<file path="config.mk">
export PLATFORM = sky130hd
export DESIGN_NAME = mem_access_unit
export DESIGN_NICKNAME = d
export VERILOG_FILES = /design/src/rtl/mem_access_unit.sv
export SDC_FILE = /design/constraint.sdc
export NUM_CORES = 1
export LEC_CHECK = 0
export CELL_PAD_IN_SITES_DETAIL_PLACEMENT = 0
export CELL_PAD_IN_SITES_GLOBAL_PLACEMENT = 1
export CORE_UTILIZATION = 32
export CTS_CLUSTER_DIAMETER = 30
export DETAILED_ROUTE_END_ITERATION = 8
export PLACE_DENSITY = 0.87
export SYNTH_ARGS = -nofsm -noshare
export SYNTH_HDL_FRONTEND = slang
export SYNTH_SLANG_ARGS = --single-unit
</file>
<file path="constraint.sdc">
create_clock -name clk -period 3.8 [get_ports clk]
set_input_delay 1.14 -clock clk [delete_from_list [all_inputs] [get_ports clk]]
set_output_delay 1.14 -clock clk [all_outputs]
set_load 0.03 [all_outputs]
</file>
<file path="src/rtl/mem_access_unit.sv">
// Load/store initiator for a comb-read, posedge-write memory of W bytes; sub-word stores use read-modify-write.
// Latency: load and word store respond 2 cycles after accept, sub-word store 3; one request at a time, no response backpressure.
module mem_access_unit #(
    parameter int W      = 4,
    parameter int Addr_W = 8
) (
    input  logic              clk,
    input  logic              reset,
    input  logic              req_valid,
    output logic              req_ready,
    input  logic              req_write,
    input  logic [1:0]        req_size,
    input  logic              req_signed,
    input  logic [Addr_W-1:0] req_address,
    input  logic [8*W-1:0]    req_wdata,
    output logic              rsp_valid,
    output logic [8*W-1:0]    rsp_rdata,
    output logic [Addr_W-1:0] mem_address,
    output logic [8*W-1:0]    mem_write_data,
    output logic              mem_write_enable,
    input  logic [8*W-1:0]    mem_read_data
);

    typedef enum logic [1:0] {IDLE, READ, WRITE, RESP} state_t;

    state_t            state;
    state_t            next_state;
    logic              accept;
    logic              lat_write;
    logic [1:0]        lat_size;
    logic              lat_signed;
    logic [Addr_W-1:0] lat_address;
    logic              ext_bit;
    logic [8*W-1:0]    load_fmt;
    logic [8*W-1:0]    merged;

    assign accept = req_valid && (state == IDLE);

    always_ff @(posedge clk or posedge reset) begin
        if (reset) begin
            state <= IDLE;
        end else begin
            state <= next_state;
        end
    end

    always_comb begin
        next_state       = state;
        req_ready        = 1'b0;
        rsp_valid        = 1'b0;
        mem_write_enable = 1'b0;
        mem_address      = '0;
        case (state)
            IDLE: begin
                req_ready = 1'b1;
                if (req_valid) begin
                    // word/reserved stores need no merge base, so they skip the read
                    next_state = (req_write && req_size[1]) ? WRITE : READ;
                end
            end
            READ: begin
                mem_address = lat_address;
                next_state  = lat_write ? WRITE : RESP;
            end
            WRITE: begin
                mem_address      = lat_address;
                mem_write_enable = 1'b1;
                next_state       = RESP;
            end
            RESP: begin
                rsp_valid  = 1'b1;
                next_state = IDLE;
            end
            default: next_state = IDLE;
        endcase
    end

    always_comb begin
        ext_bit  = lat_signed && ((lat_size == 2'd0) ? mem_read_data[7] : mem_read_data[15]);
        load_fmt = mem_read_data;
        if (lat_size == 2'd0) begin
            for (int i = 8; i < 8*W; i++) load_fmt[i] = ext_bit;
        end else if (lat_size == 2'd1) begin
            for (int i = 16; i < 8*W; i++) load_fmt[i] = ext_bit;
        end
    end

    // mem_write_data still holds the store data latched at accept while in READ
    always_comb begin
        merged = mem_read_data;
        merged[7:0] = mem_write_data[7:0];
        if (lat_size == 2'd1) begin
            merged[15:8] = mem_write_data[15:8];
        end
    end

    always_ff @(posedge clk or posedge reset) begin
        if (reset) begin
            lat_write      <= 1'b0;
            lat_size       <= 2'd0;
            lat_signed     <= 1'b0;
            lat_address    <= '0;
            mem_write_data <= '0;
            rsp_rdata      <= '0;
        end else begin
            if (accept) begin
                lat_write      <= req_write;
                lat_size       <= req_size;
                lat_signed     <= req_signed;
                lat_address    <= req_address;
                mem_write_data <= req_wdata;
            end
            if (state == READ) begin
                if (lat_write) begin
                    mem_write_data <= merged;
                end else begin
                    rsp_rdata <= load_fmt;
                end
            end
            if (state == WRITE) begin
                rsp_rdata <= '0;
            end
        end
    end

endmodule

</file>
== Yosys cells after proc, flatten, opt, wreduce, memory -nomap -nowiden ==
Cells that the tools add are included.
Storage, ports and cells
  register bits: 78
  output and inout port bits: 75
  logic and storage cells: 44
Cells by class
  equal/unequal tests: 8
  muxes and demuxes: 19
  reductions and logical operators: 8
Operator list (count)
  32-bit two-way mux: 6
  16-bit two-way mux: 2
  8-bit two-way mux: 3
  2-bit case mux with 4 select lines: 1
  1-bit two-way mux: 5
  2-bit by 1-bit == test with 1-bit output, second input constant: 2
  2-bit == test, second input constant: 2
  2-bit logical NOT: 2
  2-bit two-way mux: 2
  2-bit != test, second input constant: 2
  1-bit logical AND: 3
  3-bit != test, second input constant: 1
  2-bit by 1-bit != test with 1-bit output, second input constant: 1
  2-bit AND reduction: 1
  2-bit nonzero test: 1
  2-bit OR reduction: 1

== Longest topological paths before layout ==
Gate-level depths: netlist of the first run.
  word-level depth: 8
  depth in mapped cells: 8

== Worst setup path after synthesis of the first run ==
No wires, ideal clock.
  kind: register to output
  from: register state[1]
  to: output mem_address[0]
  arrival: 1.269 ns
  required time: 2.660 ns
  setup slack: 1.391 ns
  cell stages (with the launch flop): 5
  path buffers: 1
  cells stage by stage: dfrtp_1 > inv_1 > ha_1 > clkbuf_1 > and2_1
Between the ends
  longest elaborated chain between the ends: 3
  elaborated cells on any way between the ends: 4
  those cells by class: eq/ne (2); mux (1); reduce/logical (1)
Ends and longest elaborated chain
  from (decl): line 26  | state_t state;
  from (signal assigned): line 43  | state <= next_state;
  2-bit by 1-bit == test with 1-bit output or 2-bit == test (tied branches): line 53  | case (state)
  2-bit OR reduction (no source line) *
  8-bit two-way mux *: line 53
  to (decl): line 18  | output logic [Addr_W-1:0] mem_address,
Mark *: on every way between the ends. The rest lies on a longest branch, timed or not.

== Worst setup path in the final report of the first run ==
  from: register state[1]
  to: output mem_address[5]
The elaborated chain is that of the path after synthesis.

==> impl_metrics.csv, run 1 <==
group,metric,value,unit
die,rows,37,
cts,cts_tree,"yes",
critical_path,path_class,"reg -> out",
sta,fmax,302,MHz
critical_path,endpoint_kind,"output pin",
outcome,status,"completed",
synthesis,synth_mux_area_frac,0.109,
placement,gp_congestion,0.780,
synthesis,synth_cell_types,33,
cts,clockBufferDepth,2,
detailed_routing,vias,2737,
cells_and_area,post-route-util,0.510,
sta,min_period,3.31,ns
cells_and_area,fin_cells,569,
cts,root_buffer,"clkbuf_8",
synthesis,synth-xor-area-share,0,
placement,dpl_cell_area,5070,µm²
synthesis,syn_avg_cell_area,12.3,µm²
cells_and_area,layout_commonest_cell,"clkdlybuf4s50_1",
synthesis,synth_simple_gate_area_frac,0.112,
worst_hold_path,min_path_cells,1,
power_and_ir_drop,ir_drop,0.000421,V
placement,dp_cells,554,
detailed_routing,post_drt_wl_per_cell,15.6,µm
cts,clkLatencyLatePin,0.34,ns
global_route,antenna_found_initial,0,
cts,cts_resized,0,
critical_path,required,2.66,ns
power_and_ir_drop,power_per_cell_area,961,nW/µm²
cts,cts_hold_buf,0,
sta,rsz0062_at_grt,"false",
detailed_routing,drt_iter0_drc,89,
synthesis,synth_adder_area_share,0.0184,
placement,io_buffers,153,
global_route,grt_overflow,0,
global_route,grt_pass1_vias,2844,
cts,cts.clk_slew.worst_paths,0.08,ns
worst_hold_path,hold_class,"reg -> reg",
sta,final.period_utilization,0.870,
power_and_ir_drop,p_leak,0.00229,µW
critical_path,r2r_cells,5,
global_route,track_usage,0.163,
detailed_routing,drcViolationCount,0,
cts,cts_max_level,3,
cts,cts_buffers,9,
run,maxCapViolCount,0,
die,core_area,10300,µm²
detailed_routing,firstDrtPassIters,4,
power_and_ir_drop,power,5060,µW
cells_and_area,antenna-diode-count,0,
sta,fin_setup_tns,0,ns
sta,worst_slew_pin_slew,0.822,ns
detailed_routing,wirelength,8890,µm
die,start_util,0.330,
sta,setup_viol,0,
placement,hpwl,6630,µm
synthesis,synth_cells,277,
global_route,grt_max_degree,40,
synthesis,ys_warn_count,0,
synthesis,netlist_area,3410,µm²
global_route,grt_pass1_wl,14100,µm
cts,cts_setup_buffers,0,
die,ios,154,
cells_and_area,area_growth,54.6,%
die,die_x,105,µm
synthesis,ys_seq_elements,78,
critical_path,crit_arrival,2.17,ns
synthesis,synth-compound-area-share,0.158,
synthesis,syn_nets,361,
cells_and_area,fill_cells,914,
sta,fin_skew,0.0126,ns
detailed_routing,ant_nets,0,
critical_path,worstPathMaxFanout,12,
cells_and_area,drive_gt1_frac,0.125,
die,dieArea,11100,µm²
sta,report.final.slew_viol_count,0,
synthesis,ys_seq_area_frac,0.573,
synthesis,synth_top_family_by_area,"compound AO/OA/AOI/OAI gates",
die,die_h,105,µm
critical_path,critPathLaunchType,"flip-flop",
sta,relSlewSlack,0.452,
cells_and_area,nets,513,
sta,hold_viol_final,0,
detailed_routing,viasPerCell,4.81,
cells_and_area,layout_common_cells,"clkdlybuf4s50_1, dfrtp_1, nand2_1",
cts,cts.sinks,78,
cells_and_area,design_area,5270,µm²
## power by group
part / switching, µW / internal (µW)
clock: 298 / 319
combinational: 1630 / 1330
sequential: 249 / 1240
total: 2180 / 2880
## stage by stage
stage	worst slack, ns	hold WS, ns
after CTS	0.447	0.503
after detailed placement	0.840	0.477
after global placement	0.894	0.473
final	0.494	0.497
after global routing	0.342	0.514
after floorplan	0.665	0.471
## logic make-up (layout without fill, tap and decap cells)
family                     after synthesis  after routing
adders and majority gates                5              5
AOI/OAI and AO/OA                       66             66
DFF                                     78             78
muxes                                   35             35
buffers and inverters                   22            178
and+or+nand+nor                         71             71
## worst paths after layout
kind                               startpoint             end  slack, ns
worst max-delay path                 state[1]  mem_address[5]       0.49
worst min-delay path            rsp_rdata[10]   rsp_rdata[10]       0.50
worst max register to register       state[1]   rsp_rdata[26]       1.36
worst min register to register  rsp_rdata[10]   rsp_rdata[10]       0.50
max in group asynchronous               reset   rsp_rdata[10]       1.69
min in group asynchronous               reset   rsp_rdata[25]       1.20
## synthesized netlist by cell type, drive strengths merged
cell      n  area [µm²]
o21bai    1        7.51
inv       5        18.8
and2     10        62.6
mux2i    17         170
or3b      1        11.3
a22o     24         223
nor2b     1        6.26
dfrtp    78        1950
a221o     8        80.1
a21oi     1        5.00
and3      8        50.1
or2b      4        30.0
buf       6        38.8
nand2    21        78.8
a21boi    1        7.51
a211oi    1        7.51
ha        5        62.6
a2111oi   1        8.76
mux2     18         203
nand2b   14        87.6
o31ai     1        7.51
nor2     11        43.8
clkbuf   11        42.5
a311oi    1        26.3
o21ai    19        95.1
o2bb2ai   8        70.1
nor3b     1        12.5
## routing by layer
metal | routed length (µm) | GRT usage | vias up
met5 | 0 | 0 | -
met4 | 46 | 0.0362 | 0
met3 | 463 | 0.0561 | 5
met2 | 4470 | 0.272 | 93
met1 | 3910 | 0.203 | 1344
li1 | - | - | 1295
## critical path, stage by stage, from the launching register on
cell	delay, ns
dfrtp_1	0.41
inv_1	0.10
ha_1	0.47
and2_1	0.18
clkdlybuf4s50_1	0.66
## registers in the layout, indices dropped and copies added (netlist names)
name and cells:
lat_address 8, lat_write 1, lat_signed 1, state 2, mem_write_data 32, lat_size 2
rsp_rdata 32
## area by class of cell
class                      instances  area (µm²)  share of cell area
clock inverter                     5        58.8              0.0112
sequential                        78        1950               0.371
inverter                           5        20.0             0.00380
timing repair buffer             158        1570               0.298
clock buffer                      10         138              0.0261
multi-input combinational        177        1360               0.258
tap                              136         170              0.0323
Note: power is estimated with default switching activity, not from simulation.
==> run 2, diff against run 1 <==
- CELL_PAD_IN_SITES_DETAIL_PLACEMENT: 0 -> 1
- CELL_PAD_IN_SITES_GLOBAL_PLACEMENT: 1 -> 2
- CORE_UTILIZATION: 32 -> 25
- PLACE_DENSITY: 0.87 -> 0.85
- SETUP_SLACK_MARGIN: unset -> 0.02
==> run 2 against run 1 <==
Cell area grew 4.0%. Cell count rose by 7.4%. Global-route usage decreased by 1.1 points. Combinational power up 2%. Worst hold slack got worse by 0.0087 ns. Core utilization fell by 9.8 points. Sequential share of layout area decreased by 1.4 points. Critical path type unchanged. Largest power group unchanged. Highest routed layer unchanged.
==> impl_metrics.csv, run 2 (synthesized netlist as in run 1, its figures left out) <==
group,metric,value,unit
outcome,status,"completed",
global_route,antenna_found_initial,0,
detailed_routing,post_drt_wl_per_cell,16.6,µm
cells_and_area,antenna-diode-count,0,
power_and_ir_drop,ir_drop,0.000331,V
sta,worst_slack,0.468,ns
sta,min_period,3.33,ns
sta,fmax,300,MHz
detailed_routing,wirelength,10100,µm
sta,setup_viol,0,
global_route,track_usage,0.152,
critical_path,critPathLaunchType,"flip-flop",
sta,hold_viol_final,0,
run,maxCapViolCount,0,
cells_and_area,area_growth,60.8,%
detailed_routing,ant_nets,0,
detailed_routing,viasPerCell,4.51,
placement,dp_cells,595,
critical_path,required,2.66,ns
detailed_routing,drt_iter0_drc,91,
cells_and_area,reg_top3,"mem_write_data x32, rsp_rdata x32, lat_address x8",
cells_and_area,seq_area,1950,µm²
die,start_util,0.256,
sta,fin_setup_tns,0,ns
die,rows,42,
critical_path,r2r_cells,5,
critical_path,cp.buffers_inverters,2,
cells_and_area,multi_input_area,1360,µm²
cells_and_area,fill_cells,1426,
cts,clockBufferDepth,2,
placement,dp_slack,0.798,ns
cts,cts_hold_buf,0,
die,die_x,119,µm
detailed_routing,vias,2757,
sta,rsz0062_at_grt,"false",
sta,report.final.slew_viol_count,0,
sta,final.period_utilization,0.877,
detailed_routing,firstDrtPassIters,4,
critical_path,slowest_delay,0.67,ns
cts,cts_resized,0,
cts,cts_setup_buffers,0,
cells_and_area,layout_commonest_cell,"clkdlybuf4s50_1",
critical_path,endpoint_kind,"output pin",
cts,cts_tree,"yes",
placement,dpl_cell_area,5140,µm²
critical_path,cp_cell_sequence,"inv_1, ha_1, and2_1, clkdlybuf4s50_1",
cells_and_area,design_area,5480,µm²
placement,io_buffers,153,
die,ios,154,
cts,cts_max_level,3,
detailed_routing,drcViolationCount,0,
cells_and_area,drive_gt1_frac,0.126,
worst_hold_path,hold_class,"reg -> reg",
die,die_h,119,µm
cts,cts_buffers,9,
worst_hold_path,min_path_cells,1,
critical_path,path_class,"reg -> out",
critical_path,crit_path_top_delay_cell,"clkdlybuf4s50_1",
cells_and_area,fin_cells,611,
sta,fin_hold_ws,0.488,ns
cts,clkLatencyLatePin,0.33,ns
critical_path,crit_family,"buffers and inverters",
global_route,grt_overflow,0,
critical_path,path_depth,4,
sta,worst_slew_pin_slew,0.843,ns
global_route,grt_max_degree,43,
critical_path,crit_arrival,2.19,ns
cts,cts.clk_slew.worst_paths,0.06,ns
placement,hpwl,7470,µm
placement,gp_congestion,0.762,
critical_path,worstPathMaxFanout,12,
sta,fin_skew,0.00530,ns
die,core_area,13300,µm²
power_and_ir_drop,power_per_cell_area,999,nW/µm²
sta,relSlewSlack,0.438,
die,dieArea,14100,µm²
cts,cts.sinks,78,
cells_and_area,nets,514,
cts,root_buffer,"clkbuf_16",
cells_and_area,layout_common_cells,"clkdlybuf4s50_1, dfrtp_1, nand2_1",
power_and_ir_drop,p_leak,0.00236,µW
global_route,grt_pass1_wl,16400,µm
global_route,grt_pass1_vias,3043,
run 2: final cells by class:
cell class                 count  share of cell area
clock inverter                 6              0.0201
sequential                    78               0.356
inverter                       5             0.00365
timing repair buffer         159               0.290
multi-input combinational    177               0.248
tap                          176              0.0402
clock buffer                  10              0.0418
run 2: worst paths after layout:
check	startpoint	to	slack (ns)
setup / recovery	state[1]	mem_address[1]	0.47
min in group asynchronous	reset	rsp_rdata[0]	1.22
hold reg to reg	rsp_rdata[8]	rsp_rdata[8]	0.49
setup reg to reg	state[1]	rsp_rdata[24]	1.31
hold / removal	rsp_rdata[8]	rsp_rdata[8]	0.49
max in group asynchronous	reset	rsp_rdata[8]	1.92
run 2: layer usage:
layer  GRT usage  vias up  share of wire
li1            -     1296              -
met1       0.181     1361           0.42
met2       0.264       84           0.52
met3      0.0270       16          0.042
met4      0.0744        0          0.020
met5           0        -              0
run 2: per-stage QoR:
stage / utilization / power (µW)
floorplan: - / 3340
global placement: 0.387 / 4450
detailed placement: 0.387 / 4560
CTS: 0.412 / 5570
global route: 0.412 / 5810
finish: 0.412 / 5480
run 2: power breakdown:
| group | internal (µW) | switching [µW] | leakage (µW) | total [µW] |
|---|---|---|---|---|
| sequential | 1240 | 253 | 0.000966 | 1490 |
| combinational | 1340 | 1670 | 0.00124 | 3010 |
| clock | 640 | 334 | 0.000159 | 975 |
